===== src/rtl/spi_master_sequencer_pkg.sv =====
// ============================================================================
// spi_master_sequencer_pkg : shared state encoding and constants for the sequencer
// Rev 1.0
// ============================================================================
`default_nettype none

package spi_master_sequencer_pkg;

    typedef enum logic [2:0] {
        ST_IDLE  = 3'd0,
        ST_SETUP = 3'd1,
        ST_XFER  = 3'd2,
        ST_HOLD  = 3'd3,
        ST_GAP   = 3'd4
    } seq_state_t;

    // Driver chip selects occupy the low target indices, ADCs follow them
    localparam int DRV_BASE           = 0;
    localparam int DATA_WIDTH_DEFAULT = 16;

    function automatic int max_of(input int a, input int b);
        return (a > b) ? a : b;
    endfunction

endpackage

`default_nettype wire


===== src/rtl/spi_master_sequencer_if.sv =====
// ============================================================================
// spi_master_sequencer_if : requester and SPI-engine handshake bundle
// Rev 1.0
// ============================================================================
`default_nettype none

interface spi_master_sequencer_if
    import spi_master_sequencer_pkg::*;
#(
    parameter int NUM_TGT    = 7,
    parameter int DATA_WIDTH = DATA_WIDTH_DEFAULT
) ();

    logic [NUM_TGT-1:0]            req;
    logic [NUM_TGT*DATA_WIDTH-1:0] req_data;
    logic [NUM_TGT-1:0]            ack;
    logic [DATA_WIDTH-1:0]         rsp_data;
    logic                          rsp_err;
    logic                          m_start;
    logic [DATA_WIDTH-1:0]         m_tx;
    logic                          m_done;
    logic [DATA_WIDTH-1:0]         m_rx;

    // slave = the sequencer; master = requesters plus the SPI engine around it
    modport slave  (input  req, req_data, m_done, m_rx,
                    output ack, rsp_data, rsp_err, m_start, m_tx);
    modport master (output req, req_data, m_done, m_rx,
                    input  ack, rsp_data, rsp_err, m_start, m_tx);

endinterface

`default_nettype wire


===== src/rtl/spi_master_sequencer_rr_arbiter.sv =====
// ============================================================================
// spi_master_sequencer_rr_arbiter : combinational round-robin pick starting at ptr_i
// Rev 1.0
// ============================================================================
`default_nettype none

module spi_master_sequencer_rr_arbiter
    import spi_master_sequencer_pkg::*;
#(
    parameter int NUM_TGT = 7,
    parameter int IDX_W   = (NUM_TGT > 1) ? $clog2(NUM_TGT) : 1
) (
    input  logic [NUM_TGT-1:0] req_i,
    input  logic [IDX_W-1:0]   ptr_i,
    output logic               grant_valid_o,
    output logic [IDX_W-1:0]   grant_idx_o,
    output logic [NUM_TGT-1:0] grant_oh_o
);

    localparam int CAND_W = IDX_W + 1;

    logic [CAND_W-1:0] cand;

    // ptr_i is the highest-priority index; the search wraps once around the ring
    always_comb begin
        grant_valid_o = 1'b0;
        grant_idx_o   = '0;
        cand          = '0;
        for (int k = 0; k < NUM_TGT; k++) begin
            cand = {1'b0, ptr_i} + CAND_W'(k);
            if (cand >= CAND_W'(NUM_TGT)) begin
                cand = cand - CAND_W'(NUM_TGT);
            end
            if (!grant_valid_o && req_i[cand[IDX_W-1:0]]) begin
                grant_valid_o = 1'b1;
                grant_idx_o   = cand[IDX_W-1:0];
            end
        end
        grant_oh_o = '0;
        if (grant_valid_o) begin
            grant_oh_o[grant_idx_o] = 1'b1;
        end
    end

endmodule

`default_nettype wire


===== src/rtl/spi_master_sequencer.sv =====
// ============================================================================
// spi_master_sequencer : shares one SPI engine between gate drivers and ADCs
// Rev 1.0
// ============================================================================
`default_nettype none

module spi_master_sequencer
    import spi_master_sequencer_pkg::*;
#(
    parameter int NUM_DRV    = 5,
    parameter int NUM_ADC    = 2,
    parameter int DATA_WIDTH = DATA_WIDTH_DEFAULT,
    parameter int CS_SETUP   = 4,
    parameter int CS_HOLD    = 4,
    parameter int CS_IDLE    = 8,
    parameter int TIMEOUT    = 1023
) (
    input  logic                 sysclk,
    input  logic                 rst_n,
    spi_master_sequencer_if.slave bus,
    output logic [NUM_DRV-1:0]   drv_ncs,
    output logic [NUM_ADC-1:0]   adc_ncs,
    output logic                 active
);

    localparam int NUM_TGT  = NUM_DRV + NUM_ADC;
    localparam int ADC_BASE = DRV_BASE + NUM_DRV;
    localparam int IDX_W    = (NUM_TGT > 1) ? $clog2(NUM_TGT) : 1;
    localparam int CNT_MAX  = max_of(max_of(CS_SETUP, CS_HOLD), max_of(CS_IDLE, TIMEOUT));
    localparam int CNT_W    = $clog2(CNT_MAX + 1);

    localparam logic [CNT_W-1:0] SETUP_LAST = CNT_W'(CS_SETUP - 1);
    localparam logic [CNT_W-1:0] HOLD_LAST  = CNT_W'(CS_HOLD - 1);
    localparam logic [CNT_W-1:0] IDLE_LAST  = CNT_W'(CS_IDLE - 1);
    localparam logic [CNT_W-1:0] XFER_LAST  = CNT_W'(TIMEOUT - 1);
    localparam logic [IDX_W-1:0] LAST_IDX   = IDX_W'(NUM_TGT - 1);

    seq_state_t            state_q, state_d;
    logic [CNT_W-1:0]      cnt_q, cnt_d;
    logic [IDX_W-1:0]      idx_q, idx_d;
    logic [IDX_W-1:0]      ptr_q, ptr_d;
    logic [DATA_WIDTH-1:0] tx_q, tx_d;
    logic [DATA_WIDTH-1:0] rx_q, rx_d;
    logic                  err_q, err_d;
    logic [NUM_TGT-1:0]    ncs_q, ncs_d;
    logic [NUM_TGT-1:0]    ack_q, ack_d;
    logic                  start_q, start_d;

    logic                  grant_valid;
    logic [IDX_W-1:0]      grant_idx;
    logic [NUM_TGT-1:0]    grant_oh;
    logic [DATA_WIDTH-1:0] slice [NUM_TGT];

    for (genvar g = 0; g < NUM_TGT; g++) begin : g_slice
        assign slice[g] = bus.req_data[g*DATA_WIDTH +: DATA_WIDTH];
    end

    spi_master_sequencer_rr_arbiter #(
        .NUM_TGT (NUM_TGT),
        .IDX_W   (IDX_W)
    ) u_arb (
        .req_i         (bus.req),
        .ptr_i         (ptr_q),
        .grant_valid_o (grant_valid),
        .grant_idx_o   (grant_idx),
        .grant_oh_o    (grant_oh)
    );

    always_comb begin
        state_d = state_q;
        cnt_d   = cnt_q;
        idx_d   = idx_q;
        ptr_d   = ptr_q;
        tx_d    = tx_q;
        rx_d    = rx_q;
        err_d   = err_q;
        ncs_d   = ncs_q;
        ack_d   = '0;
        start_d = 1'b0;
        case (state_q)
            ST_IDLE: begin
                if (grant_valid) begin
                    state_d = ST_SETUP;
                    cnt_d   = '0;
                    idx_d   = grant_idx;
                    tx_d    = slice[grant_idx];
                    ncs_d   = ~grant_oh;
                end
            end
            ST_SETUP: begin
                if (cnt_q == SETUP_LAST) begin
                    state_d = ST_XFER;
                    cnt_d   = '0;
                    start_d = 1'b1;
                end else begin
                    cnt_d = cnt_q + CNT_W'(1);
                end
            end
            ST_XFER: begin
                // A completion in the last allowed cycle beats the timeout
                if (bus.m_done) begin
                    state_d = ST_HOLD;
                    cnt_d   = '0;
                    rx_d    = bus.m_rx;
                    err_d   = 1'b0;
                end else if (cnt_q == XFER_LAST) begin
                    state_d = ST_HOLD;
                    cnt_d   = '0;
                    rx_d    = '0;
                    err_d   = 1'b1;
                end else begin
                    cnt_d = cnt_q + CNT_W'(1);
                end
            end
            ST_HOLD: begin
                if (cnt_q == HOLD_LAST) begin
                    state_d      = ST_GAP;
                    cnt_d        = '0;
                    ncs_d        = '1;
                    ack_d[idx_q] = 1'b1;
                end else begin
                    cnt_d = cnt_q + CNT_W'(1);
                end
            end
            ST_GAP: begin
                if (cnt_q == IDLE_LAST) begin
                    state_d = ST_IDLE;
                    cnt_d   = '0;
                    ptr_d   = (idx_q == LAST_IDX) ? '0 : idx_q + IDX_W'(1);
                end else begin
                    cnt_d = cnt_q + CNT_W'(1);
                end
            end
            default: begin
                state_d = ST_IDLE;
                cnt_d   = '0;
                ncs_d   = '1;
            end
        endcase
    end

    always_ff @(posedge sysclk or negedge rst_n) begin
        if (!rst_n) begin
            state_q <= ST_IDLE;
            cnt_q   <= '0;
            idx_q   <= '0;
            ptr_q   <= '0;
            tx_q    <= '0;
            rx_q    <= '0;
            err_q   <= 1'b0;
            ncs_q   <= '1;
            ack_q   <= '0;
            start_q <= 1'b0;
        end else begin
            state_q <= state_d;
            cnt_q   <= cnt_d;
            idx_q   <= idx_d;
            ptr_q   <= ptr_d;
            tx_q    <= tx_d;
            rx_q    <= rx_d;
            err_q   <= err_d;
            ncs_q   <= ncs_d;
            ack_q   <= ack_d;
            start_q <= start_d;
        end
    end

    assign bus.ack      = ack_q;
    assign bus.rsp_data = rx_q;
    assign bus.rsp_err  = err_q;
    assign bus.m_start  = start_q;
    assign bus.m_tx     = tx_q;
    assign drv_ncs      = ncs_q[DRV_BASE +: NUM_DRV];
    assign adc_ncs      = ncs_q[ADC_BASE +: NUM_ADC];
    assign active       = (state_q != ST_IDLE);

endmodule

`default_nettype wire


===== src/flat_wrapper.sv =====
// flat-port wrapper written by rule: the top's interface ports become plain ports
module spi_master_sequencer_flat import spi_master_sequencer_pkg::*;
#(
    parameter int NUM_DRV    = 5,
    parameter int NUM_ADC    = 2,
    parameter int DATA_WIDTH = DATA_WIDTH_DEFAULT,
    parameter int CS_SETUP   = 4,
    parameter int CS_HOLD    = 4,
    parameter int CS_IDLE    = 8,
    parameter int TIMEOUT    = 1023
)
  (sysclk, rst_n, drv_ncs, adc_ncs, active, bus_req, bus_req_data, bus_m_done, bus_m_rx, bus_ack, bus_rsp_data, bus_rsp_err, bus_m_start, bus_m_tx);
  spi_master_sequencer_if #(.NUM_TGT((7)), .DATA_WIDTH(DATA_WIDTH)) bus_i ();
  input  logic sysclk;
  input  logic rst_n;
  output logic [NUM_DRV-1:0] drv_ncs;
  output logic [NUM_ADC-1:0] adc_ncs;
  output logic active;
  input wire logic [$bits(bus_i.req)-1:0] bus_req;
  input wire logic [$bits(bus_i.req_data)-1:0] bus_req_data;
  input wire logic [$bits(bus_i.m_done)-1:0] bus_m_done;
  input wire logic [$bits(bus_i.m_rx)-1:0] bus_m_rx;
  output wire logic [$bits(bus_i.ack)-1:0] bus_ack;
  output wire logic [$bits(bus_i.rsp_data)-1:0] bus_rsp_data;
  output wire logic [$bits(bus_i.rsp_err)-1:0] bus_rsp_err;
  output wire logic [$bits(bus_i.m_start)-1:0] bus_m_start;
  output wire logic [$bits(bus_i.m_tx)-1:0] bus_m_tx;
  assign bus_i.req = bus_req;
  assign bus_i.req_data = bus_req_data;
  assign bus_i.m_done = bus_m_done;
  assign bus_i.m_rx = bus_m_rx;
  assign bus_ack = bus_i.ack;
  assign bus_rsp_data = bus_i.rsp_data;
  assign bus_rsp_err = bus_i.rsp_err;
  assign bus_m_start = bus_i.m_start;
  assign bus_m_tx = bus_i.m_tx;
  spi_master_sequencer #(.NUM_DRV(NUM_DRV), .NUM_ADC(NUM_ADC), .DATA_WIDTH(DATA_WIDTH), .CS_SETUP(CS_SETUP), .CS_HOLD(CS_HOLD), .CS_IDLE(CS_IDLE), .TIMEOUT(TIMEOUT)) u_core (.sysclk(sysclk), .rst_n(rst_n), .bus(bus_i), .drv_ncs(drv_ncs), .adc_ncs(adc_ncs), .active(active));
endmodule

===== config.mk =====
export PLATFORM = sky130hd
export DESIGN_NAME = spi_master_sequencer_flat
export DESIGN_NICKNAME = d
export VERILOG_FILES = /design/src/rtl/spi_master_sequencer_pkg.sv /design/src/rtl/spi_master_sequencer_if.sv /design/src/rtl/spi_master_sequencer_rr_arbiter.sv /design/src/rtl/spi_master_sequencer.sv /design/src/flat_wrapper.sv
export SDC_FILE = /design/constraint.sdc
export NUM_CORES = 1
export LEC_CHECK = 0
export ABC_CLOCK_PERIOD_IN_PS = 4490
export BUFFER_PORTS_ARGS = -buffer_cell sky130_fd_sc_hd__buf_2
export CORE_MARGIN = 2
export CORE_UTILIZATION = 33
export CTS_BUF_LIST = sky130_fd_sc_hd__clkbuf_4
export DETAILED_ROUTE_END_ITERATION = 8
export GPL_TIMING_DRIVEN = 0
export PLACE_DENSITY = 0.69
export SLEW_MARGIN = 20
export SYNTH_ARGS = -nofsm -noshare
export SYNTH_HDL_FRONTEND = slang
export SYNTH_HIERARCHICAL = 1
export SYNTH_SLANG_ARGS = --single-unit
export TNS_END_PERCENT = 50

===== constraint.sdc =====
create_clock -name sysclk -period 4.49 [get_ports sysclk]
set_clock_uncertainty 0.15 [all_clocks]
set_input_delay 0.898 -clock sysclk [delete_from_list [all_inputs] [get_ports sysclk]]
set_output_delay 0.898 -clock sysclk [all_outputs]
set_load 0.05 [all_outputs]

==> flow_summary.ini, run 1 <==
[outcome]
status = complete, no violations

[die]
die_h_um = 134.9
io_pins = 187
initial_core_util_pct = 33.88
fp-row-count = 47
die_area_um2 = 18210
core_area_um2 = 16700
die_w_um = 134.9

[finish]
layout_common_cells = 187 x buf_2, 59 x nand2_1, 57 x dfrtp_1
drive_above_1_share_pct = 43.91
fin_area_um2 = 7596
fin_nets = 962
fin_util_pct = 45.48
final_common_cell = buf_2
final_cell_count_no_fill = 1033
area_delta_synth_final_pct = 34.25
diodes = 0

[clock_network]
hold_buffers = 0
cts-root-buf = clkbuf_4
cts_tree = built
h-tree-depth = 3
cts.sink_count = 67
clk_pin_slew_ps = 130
clockBufferDepth = 2
insertion_delay_ps = 430
numCtsBuffers = 9

[route]
routed_wl_mm = 18.71
remaining_drc_errors = 0
top_layer = met4
route.met3.wl_mm = 1.309
dr.first_iter.drc_count = 352
drt-wirelength-per-cell_um = 18.11
vias = 5619
firstDrtPassIters = 4
ant_nets = 0
viasPerCell = 5.439
dr_wl_met2_mm = 9.470
m1WireLength_mm = 7.620

[critical_path]
end_kind = flop
critPathMaxFanout = 10
critPathRequiredTime_ps = 4630
cp-startpoint = u_core/ptr_q[1]$_DFFE_PN0P_
rr_endpoint = u_core/bus.m_tx[3]$_DFFE_PN0P_
r2r_setup_slack_ps = 40
path_class = reg2reg
worstSetupStartpointType = flop
r2r-start = u_core/ptr_q[1]$_DFFE_PN0P_
arrival_ps = 4590
reg2regPathDepth = 18

[global_route]
antenna_found_initial = 0
grt_pass1_vias = 5216
grt_max_degree = 47
grt_usage_pct = 19.32
grt_pass1_wl_mm = 27.66
grt-ovfl-total = 0

[synth]
synth_nets = 739
synth_edf_count = 0
avgSynthCellArea_um2 = 9.672
yosysWarnings = 6
syn_area_um2 = 5658
seq_area_frac_synth_pct = 29.79
syn_inst = 585
ys.flop_type = dfrtp_1
synth-seq-cells = 67
synth-async-reset-ratio_pct = 100.0
yosysUniqueCellTypes = 84

[flow_run]
cap_viol_max_count = 0

[place]
dp.cells = 989
gp_congestion = 0.8942
postPlaceCellArea_um2 = 6883
dp_hpwl_mm = 13.74
io_buffers = 183

[sta]
slew_headroom_pct = 46.12
hold_viol_final = 0
setup_viol = 0
max_slew.worst_pin.slew_ps = 804.5
maxSlewViolCount = 0
whs_ps = 189.3
post-route-min-period_ps = 4446
finalCritPeriodShare_pct = 99.02
clock.fmax_mhz = 224.9

[power]
peakVddDrop_uv = 246.6
total_leakage_power_nw = 3.354
power_density_nw_per_um2 = 431.7
power_mw = 3.279

[min_path]
hold_path_class = in2async
critical path, cell delays in order, from the launching register on:
cell and delay [ps]:
dfrtp_2 470, ha_1 220, ha_1 350, buf_6 170, or3b_2 440, o211ai_1 130, nor3_2 80, a31oi_2 140
buf_4 180, mux2i_1 320, mux2i_1 190, a21oi_4 180, a2bb2oi_2 160, inv_1 90, buf_6 140, buf_4 150
mux4_2 430, mux2i_1 210, o21ai_0 120
registers in the layout, summed over array words and instances (netlist names):
| name | flops |
|---|---|
| u_core/bus.m_tx | 16 |
| u_core/bus.m_start | 1 |
| u_core/state_q | 3 |
| u_core/ptr_q | 3 |
| u_core/ncs_q | 7 |
| u_core/bus.ack | 7 |
| u_core/bus.rsp_err | 1 |
| u_core/bus.rsp_data | 16 |
| u_core/idx_q | 3 |
| u_core/cnt_q | 10 |
layout make-up:
cell class                      instances  area [µm²]
Clock buffer                           11       82.58
Clock inverter                          5       38.79
Tap cell                              220       275.3
Inverter                               16       75.07
Multi-Input combinational cell        459        3901
Timing Repair Buffer                  216        1204
Sequential cell                        67        1689
Buffer                                 39       330.3
Fill cell                            1648        9105
per-stage QoR:
| stage | TNS (ps) | setup slack (ps) |
|---|---|---|
| global route | -710.9 | -90.25 |
| detailed placement | -16160 | -991.9 |
| CTS | 0 | 1.338 |
| finish | 0 | 43.98 |
| global placement | -16140 | -999.0 |
| floorplan | 0 | 25.72 |
where the power goes:
part,internal (mW),switching (mW),total [mW]
registers,0.812,0.141,0.953
logic,0.674,1.29,1.96
clock network,0.129,0.233,0.363
cell families (layout without fill, tap and decap cells):
logic type / after synthesis / after routing / share of synthesized area [%]
mux: 91 / 91 / 20.99
flops: 67 / 67 / 29.79
fa+ha+maj: 16 / 16 / 3.671
xor+xnor: 10 / 10 / 1.880
compound gates: 151 / 152 / 19.99
buf+inv: 60 / 287 / 4.931
simple gates: 190 / 190 / 18.75
how the worst max path moves through the flow:
stage / slack, ps / endpoint / depth (start not counted)
3_5_place_dp: -990 / u_core/bus.m_tx[11]$_DFFE_PN0P_ / 19
4_1_cts: 1 / u_core/bus.m_tx[4]$_DFFE_PN0P_ / 19
3_3_place_gp: -1000 / u_core/bus.m_tx[11]$_DFFE_PN0P_ / 19
2_1_floorplan: 30 / u_core/bus.m_tx[12]$_DFFE_PN0P_ / 19
6_report: 40 / u_core/bus.m_tx[3]$_DFFE_PN0P_ / 18
5_1_grt: -90 / u_core/bus.m_tx[4]$_DFFE_PN0P_ / 20
metal layers:
metal / track usage (%) / up-vias
li1: - / 2658
met1: 24.68 / 2705
met2: 33.45 / 239
met3: 3.904 / 17
met4: 4.919 / 0
met5: 0 / -
cell usage after synthesis (10+ instances only):
cell,count,area [µm²]
nand2_1,60,225.2
a21oi_1,18,90.09
nand2b_1,12,75.07
nor3_1,17,85.08
buf_2,10,50.05
nor2_1,28,105.1
nor2b_1,14,87.58
a22o_1,16,140.1
o2bb2ai_1,17,148.9
mux2_2,10,112.6
clkbuf_1,22,82.58
mux4_2,17,382.9
mux2i_1,56,560.5
dfrtp_1,60,1501
inv_1,15,56.30
o21ai_0,32,160.2
ha_1,15,187.7
what timing repair did:
action,in CTS,in global routing
gates cloned,0,2
setup buffers,10,21
pin swaps,2,12
resized for setup,40,73
hold endpoints to repair,0,0
setup endpoints to repair,21,31
Power figures use the tool's default switching activity.
==> run 2, diff against run 1 <==
--- a/config.mk
+++ b/config.mk
@@ -7,6 +7,7 @@
 export LEC_CHECK = 0
 export ABC_CLOCK_PERIOD_IN_PS = 4490
 export BUFFER_PORTS_ARGS = -buffer_cell sky130_fd_sc_hd__buf_2
+export CORE_ASPECT_RATIO = 0.75
 export CORE_MARGIN = 2
 export CORE_UTILIZATION = 33
 export CTS_BUF_LIST = sky130_fd_sc_hd__clkbuf_4
==> run 2 against run 1 <==
  * Final cell count shrank 1.1%
  * Fmax is 2.6% higher
  * Register-to-register slack better by 110 ps
  * Critical path type unchanged
  * Largest cell class unchanged
  * Largest power group unchanged
==> flow_summary.ini, run 2 (synthesized netlist as in run 1, its figures left out) <==
[global_route]
use_met1_pct = 24.97
grt-ovfl-total = 0
top_usage_layer = met2
grt_pass1_wl_mm = 27.61
grt_max_degree = 38
antenna_found_initial = 2
globalRouteMet2Util_pct = 31.56
grt_pass1_vias = 5288
grt_usage_pct = 19.02
grt_use_met3_pct = 4.767

[finish]
drive_above_1_share_pct = 44.72
final_common_cell = buf_2
fin_nets = 954
layout_common_cells = 187 x buf_2, 59 x nand2_1, 57 x dfrtp_1
final_cell_count_no_fill = 1022
multi_input_area_um2 = 3945
fin_area_um2 = 7540
fin_util_pct = 44.81
nFillCells = 1634
final-seq-area_um2 = 1689
area_delta_synth_final_pct = 33.26

[clock_network]
clk_pin_slew_ps = 120
insertion_delay_ps = 430
numCtsBuffers = 9
h-tree-depth = 3
clockBufferDepth = 2
cts_tree = built
cts.sink_count = 67
cts-root-buf = clkbuf_4

[outcome]
status = complete, no violations

[sta]
slew_headroom_pct = 39.24
finalCritPeriodShare_pct = 96.51
setup_viol = 0
clock.fmax_mhz = 230.8
rsz0062_at_grt = true
hold_viol_final = 0
whs_ps = 266.4
maxSlewViolCount = 0
worst_slack_ps = 156.8
fin_tns_setup_ps = 0
max_slew.worst_pin.slew_ps = 907.1
post-route-min-period_ps = 4333

[route]
firstDrtPassIters = 5
viasPerCell = 5.467
drt-wirelength-per-cell_um = 17.51
dr.first_iter.drc_count = 352
remaining_drc_errors = 0
ant_nets = 0
vias = 5587
routed_wl_mm = 17.90

[place]
dp.cells = 984
io_buffers = 183
dp_slack_ps = -1123
gp_congestion = 0.9119
dp_hpwl_mm = 13.69
postPlaceCellArea_um2 = 6869

[critical_path]
end_kind = flop
worstSetupStartpointType = flop
critPathMaxFanout = 10
path_cells = buf_4, ha_1, buf_2, a21oi_4, mux2i_2, mux2i_2, o22ai_2, nor4b_4, nand2b_4, or3_4, o32a_4, nor2b_2, buf_4, clkbuf_8, o2bb2ai_1, mux2i_1, o21ai_0
cp_num_buf_inv = 4
critPathRequiredTime_ps = 4690
crit_path_max_incr_delay_ps = 460
r2r-start = u_core/ptr_q[1]$_DFFE_PN0P_
path_class = reg2reg
reg2regPathDepth = 17
rr_endpoint = u_core/bus.m_tx[12]$_DFFE_PN0P_
crit_family = simple AND/OR/NAND/NOR gates
r2r_setup_slack_ps = 160
slowest_stage = dfrtp_2
arrival_ps = 4540

[power]
peakVddDrop_uv = 265.8
power_density_nw_per_um2 = 427.9
power_mw = 3.226
total_leakage_power_nw = 3.293

[min_path]
hold_path_class = in2async

[die]
core_area_um2 = 16830
die_w_um = 155.2
initial_core_util_pct = 33.63
fp-row-count = 41
die_h_um = 117.4
io_pins = 187
die_area_um2 = 18220

[flow_run]
cap_viol_max_count = 0
==> run 2: changes by cell type in the layout (fill, tap and decap cells not counted), moves of 2 or more <==
cell      before  now
o21ai_1        6    3
o21ai_2        2    4
buf_6         10    7
diode_2        0    2
clkbuf_8       0    2
buf_4         36   32
ha_1          11    9
nor2b_2        2    4
==> run 2: report_power, final <==
group | leakage (nW) | switching (mW) | total (mW) | internal (mW)
registers | 0.843 | 0.136 | 0.948 | 0.812
clock network | 0.0674 | 0.225 | 0.354 | 0.129
logic | 2.38 | 1.28 | 1.92 | 0.646
total | 3.29 | 1.64 | 3.23 | 1.59
==> run 2: worst reg2reg max path: cells and delay by family, from the launching register on <==
kind,cells,cell delay (ps)
buffers and inverters,4,710
DFF,1,460
muxes,3,710
adders and majority gates,1,210
AOI/OAI and AO/OA,5,1000
and+or+nand+nor,4,1040
==> run 2: final cells by class <==
type                            count  area share [%]
Timing Repair Buffer              209           14.94
Clock buffer                       11           1.095
Antenna cell                        2         0.06638
Clock inverter                      5          0.5144
Inverter                           16           1.062
Sequential cell                    67           22.40
Buffer                             39           4.033
Multi-Input combinational cell    458           52.32
Tap cell                          215           3.568
==> run 2: worst max path at each step <==
stage / start / end / slack (ps) / depth (start not counted)
floorplan: u_core/ptr_q[0]$_DFFE_PN0P_ / u_core/bus.m_tx[12]$_DFFE_PN0P_ / 30 / 19
global placement: u_core/ptr_q[0]$_DFFE_PN0P_ / u_core/bus.m_tx[14]$_DFFE_PN0P_ / -1030 / 19
detailed placement: u_core/ptr_q[0]$_DFFE_PN0P_ / u_core/bus.m_tx[15]$_DFFE_PN0P_ / -1120 / 17
CTS: u_core/ptr_q[0]$_DFFE_PN0P_ / u_core/bus.m_tx[15]$_DFFE_PN0P_ / 8 / 19
global route: u_core/ptr_q[1]$_DFFE_PN0P_ / u_core/bus.m_tx[15]$_DFFE_PN0P_ / -30 / 16
finish: u_core/ptr_q[1]$_DFFE_PN0P_ / u_core/bus.m_tx[12]$_DFFE_PN0P_ / 160 / 17
==> run 2: layer usage <==
layer,vias to the layer above,share of wire [%]
met3,24,7.3
met4,0,1.7
met2,222,49
met1,2701,42
met5,-,0
li1,2640,-
==> run 2: timing repair <==
action,4_1_cts,5_1_grt
setup endpoints to repair,30,24
pin swaps,4,9
hold buffers,0,0
buffers inserted,14,11
gates resized for setup,46,61
==> run 3, diff against run 2 <==
--- a/config.mk
+++ b/config.mk
@@ -5,7 +5,7 @@
 export SDC_FILE = /design/constraint.sdc
 export NUM_CORES = 1
 export LEC_CHECK = 0
-export ABC_CLOCK_PERIOD_IN_PS = 4490
+export ABC_CLOCK_PERIOD_IN_PS = 4500
 export BUFFER_PORTS_ARGS = -buffer_cell sky130_fd_sc_hd__buf_2
 export CORE_ASPECT_RATIO = 0.75
 export CORE_MARGIN = 2
@@ -13,7 +13,7 @@
 export CTS_BUF_LIST = sky130_fd_sc_hd__clkbuf_4
 export DETAILED_ROUTE_END_ITERATION = 8
 export GPL_TIMING_DRIVEN = 0
-export PLACE_DENSITY = 0.69
+export PLACE_DENSITY = 0.67
 export SLEW_MARGIN = 20
 export SYNTH_ARGS = -nofsm -noshare
 export SYNTH_HDL_FRONTEND = slang
==> constraint.sdc (replaced) <==
create_clock -name sysclk -period 4.5 [get_ports sysclk]
set_clock_uncertainty 0.15 [all_clocks]
set_input_delay 0.9 -clock sysclk [delete_from_list [all_inputs] [get_ports sysclk]]
set_output_delay 0.9 -clock sysclk [all_outputs]
set_load 0.05 [all_outputs]
==> run 3 against run 2 <==
  * Design area fell by 1.9%
  * Global-route usage increased by 0.59 points
  * Worst hold slack lost 30 ps
  * Fmax fell by 0.78%
  * Worst setup slack worse by 24 ps
  * Non-clock buffer count fell by 7
  * Final cell count down 0.59%
  * Clock power up 33%
==> flow_summary.ini, run 3 (synthesized netlist as in run 1, its figures left out) <==
[critical_path]
r2r-start = u_core/ptr_q[1]$_DFFE_PN0P_
critPathMaxFanout = 10
end_kind = flop
reg2regPathDepth = 15
cp.depth = 15
critPathRequiredTime_ps = 4670
cp_common_cell = ha_2
crit_path_max_incr_delay_ps = 530
cp-startpoint = u_core/ptr_q[1]$_DFFE_PN0P_
path_class = reg2reg
cp_num_buf_inv = 2
slowest_stage = or4_1
worstSetupStartpointType = flop
crit_family = simple AND/OR/NAND/NOR gates
arrival_ps = 4540
path_cells = ha_2, inv_1, ha_2, nand2b_1, a21oi_2, xor2_2, or4_1, and3_1, or2_1, a311oi_2, o32a_4, buf_4, mux4_2, mux2i_1, o21ai_0

[clock_network]
h-tree-depth = 3
cts.sink_count = 67
clk_pin_slew_ps = 130
cts-root-buf = clkbuf_4
insertion_delay_ps = 430
cts_tree = built
numCtsBuffers = 9
clockBufferDepth = 2

[place]
dp_slack_ps = -1032
io_buffers = 183
dp_hpwl_mm = 13.92
gp_congestion = 0.9232

[min_path]
hold_path_class = in2async

[route]
remaining_drc_errors = 0
dr_wl_met2_mm = 8.838
top_layer = met4
route.met3.wl_mm = 1.359
firstDrtPassIters = 6
viasPerCell = 5.398
ant_nets = 0
drt-wirelength-per-cell_um = 17.75
m1WireLength_mm = 7.603
dr.first_iter.drc_count = 398
vias = 5484
routed_wl_mm = 18.04

[sta]
post-route-min-period_ps = 4367
fin_tns_setup_ps = 0
maxSlewViolCount = 0
setup_viol = 0
worst_slack_ps = 132.6
slew_headroom_pct = 39.92
finalCritPeriodShare_pct = 97.05
hold_viol_final = 0
max_slew.worst_pin.slew_ps = 897.0
clock.fmax_mhz = 229.0
whs_ps = 236.4

[die]
core_area_um2 = 16830
die_area_um2 = 18220
die_h_um = 117.4
io_pins = 187
die_w_um = 155.2
fp-row-count = 41
initial_core_util_pct = 33.63

[finish]
area_delta_synth_final_pct = 30.69
layout_common_cells = 187 x buf_2, 59 x nand2_1, 57 x dfrtp_1
fin_nets = 947
final-seq-area_um2 = 1689
nFillCells = 1663
fin_util_pct = 43.95
multi_input_area_um2 = 3824
final_common_cell = buf_2
drive_above_1_share_pct = 41.98

[power]
power_density_nw_per_um2 = 451.0
power_mw = 3.335
total_leakage_power_nw = 3.267
peakVddDrop_uv = 213.5

[global_route]
antenna_found_initial = 3
grt_max_degree = 38
grt_pass1_vias = 5316
grt-ovfl-total = 0
grt_usage_pct = 19.60
grt_pass1_wl_mm = 28.33

[flow_run]
cap_viol_max_count = 0

[outcome]
status = complete, no violations
-- run 3: cell count changes in the layout (fill, tap and decap cells not counted), moves of 3 or more --
cell	change
buf_4	-8
mux2i_1	+4
buf_6	+3
ha_4	-3
mux2i_2	-3
nor2b_1	+3
nor2b_2	-3
-- run 3: final cells by class --
| type | instances | share of cell area [%] |
|---|---|---|
| multi-input combinational | 458 | 51.71 |
| sequential | 67 | 22.84 |
| timing repair buffer | 202 | 14.52 |
| buffer | 39 | 3.942 |
| tap | 215 | 3.638 |
| clock inverter | 7 | 1.337 |
| inverter | 16 | 0.9983 |
| clock buffer | 9 | 0.9137 |
| antenna | 3 | 0.1015 |
-- run 3: path summary, 6_finish.rpt --
kind                                                           end  slack [ps]
worst max-delay path                u_core/bus.m_tx[1]$_DFFE_PN0P_         130
max in group asynchronous       u_core/bus.rsp_data[7]$_DFFE_PN0P_        3430
min in group sysclk                u_core/bus.m_tx[11]$_DFFE_PN0P_         340
worst min register to register     u_core/bus.m_tx[11]$_DFFE_PN0P_         340
worst max register to register      u_core/bus.m_tx[1]$_DFFE_PN0P_         130
worst min-delay path                   u_core/cnt_q[0]$_DFFE_PN0N_         240
-- run 3: where the power goes --
part	internal, mW	switching (mW)	total (mW)
combinational	0.642	1.27	1.92
clock	0.229	0.241	0.470
sequential	0.810	0.137	0.948
-- run 3: what timing repair did --
action,in CTS,in global routing
hold buffers,0,0
setup endpoints to repair,27,21
resized for setup,44,40
pin swaps,5,6
buffers inserted,11,7
-- run 3: per-layer routing --
metal  track usage [%]  vias up
li1                  -     2624
met1             25.75     2596
met2             32.78      243
met3             4.878       21
met4             4.128        0
met5                 0        -
-- run 3: through the flow --
| stage | area [µm²] | instances |
|---|---|---|
| global placement | 6847 | 983 |
| finish | 7395 | 1016 |
| floorplan | 5662 | 585 |
| detailed placement | 6869 | 984 |
| global route | 7395 | 1016 |
| CTS | 7233 | 1008 |
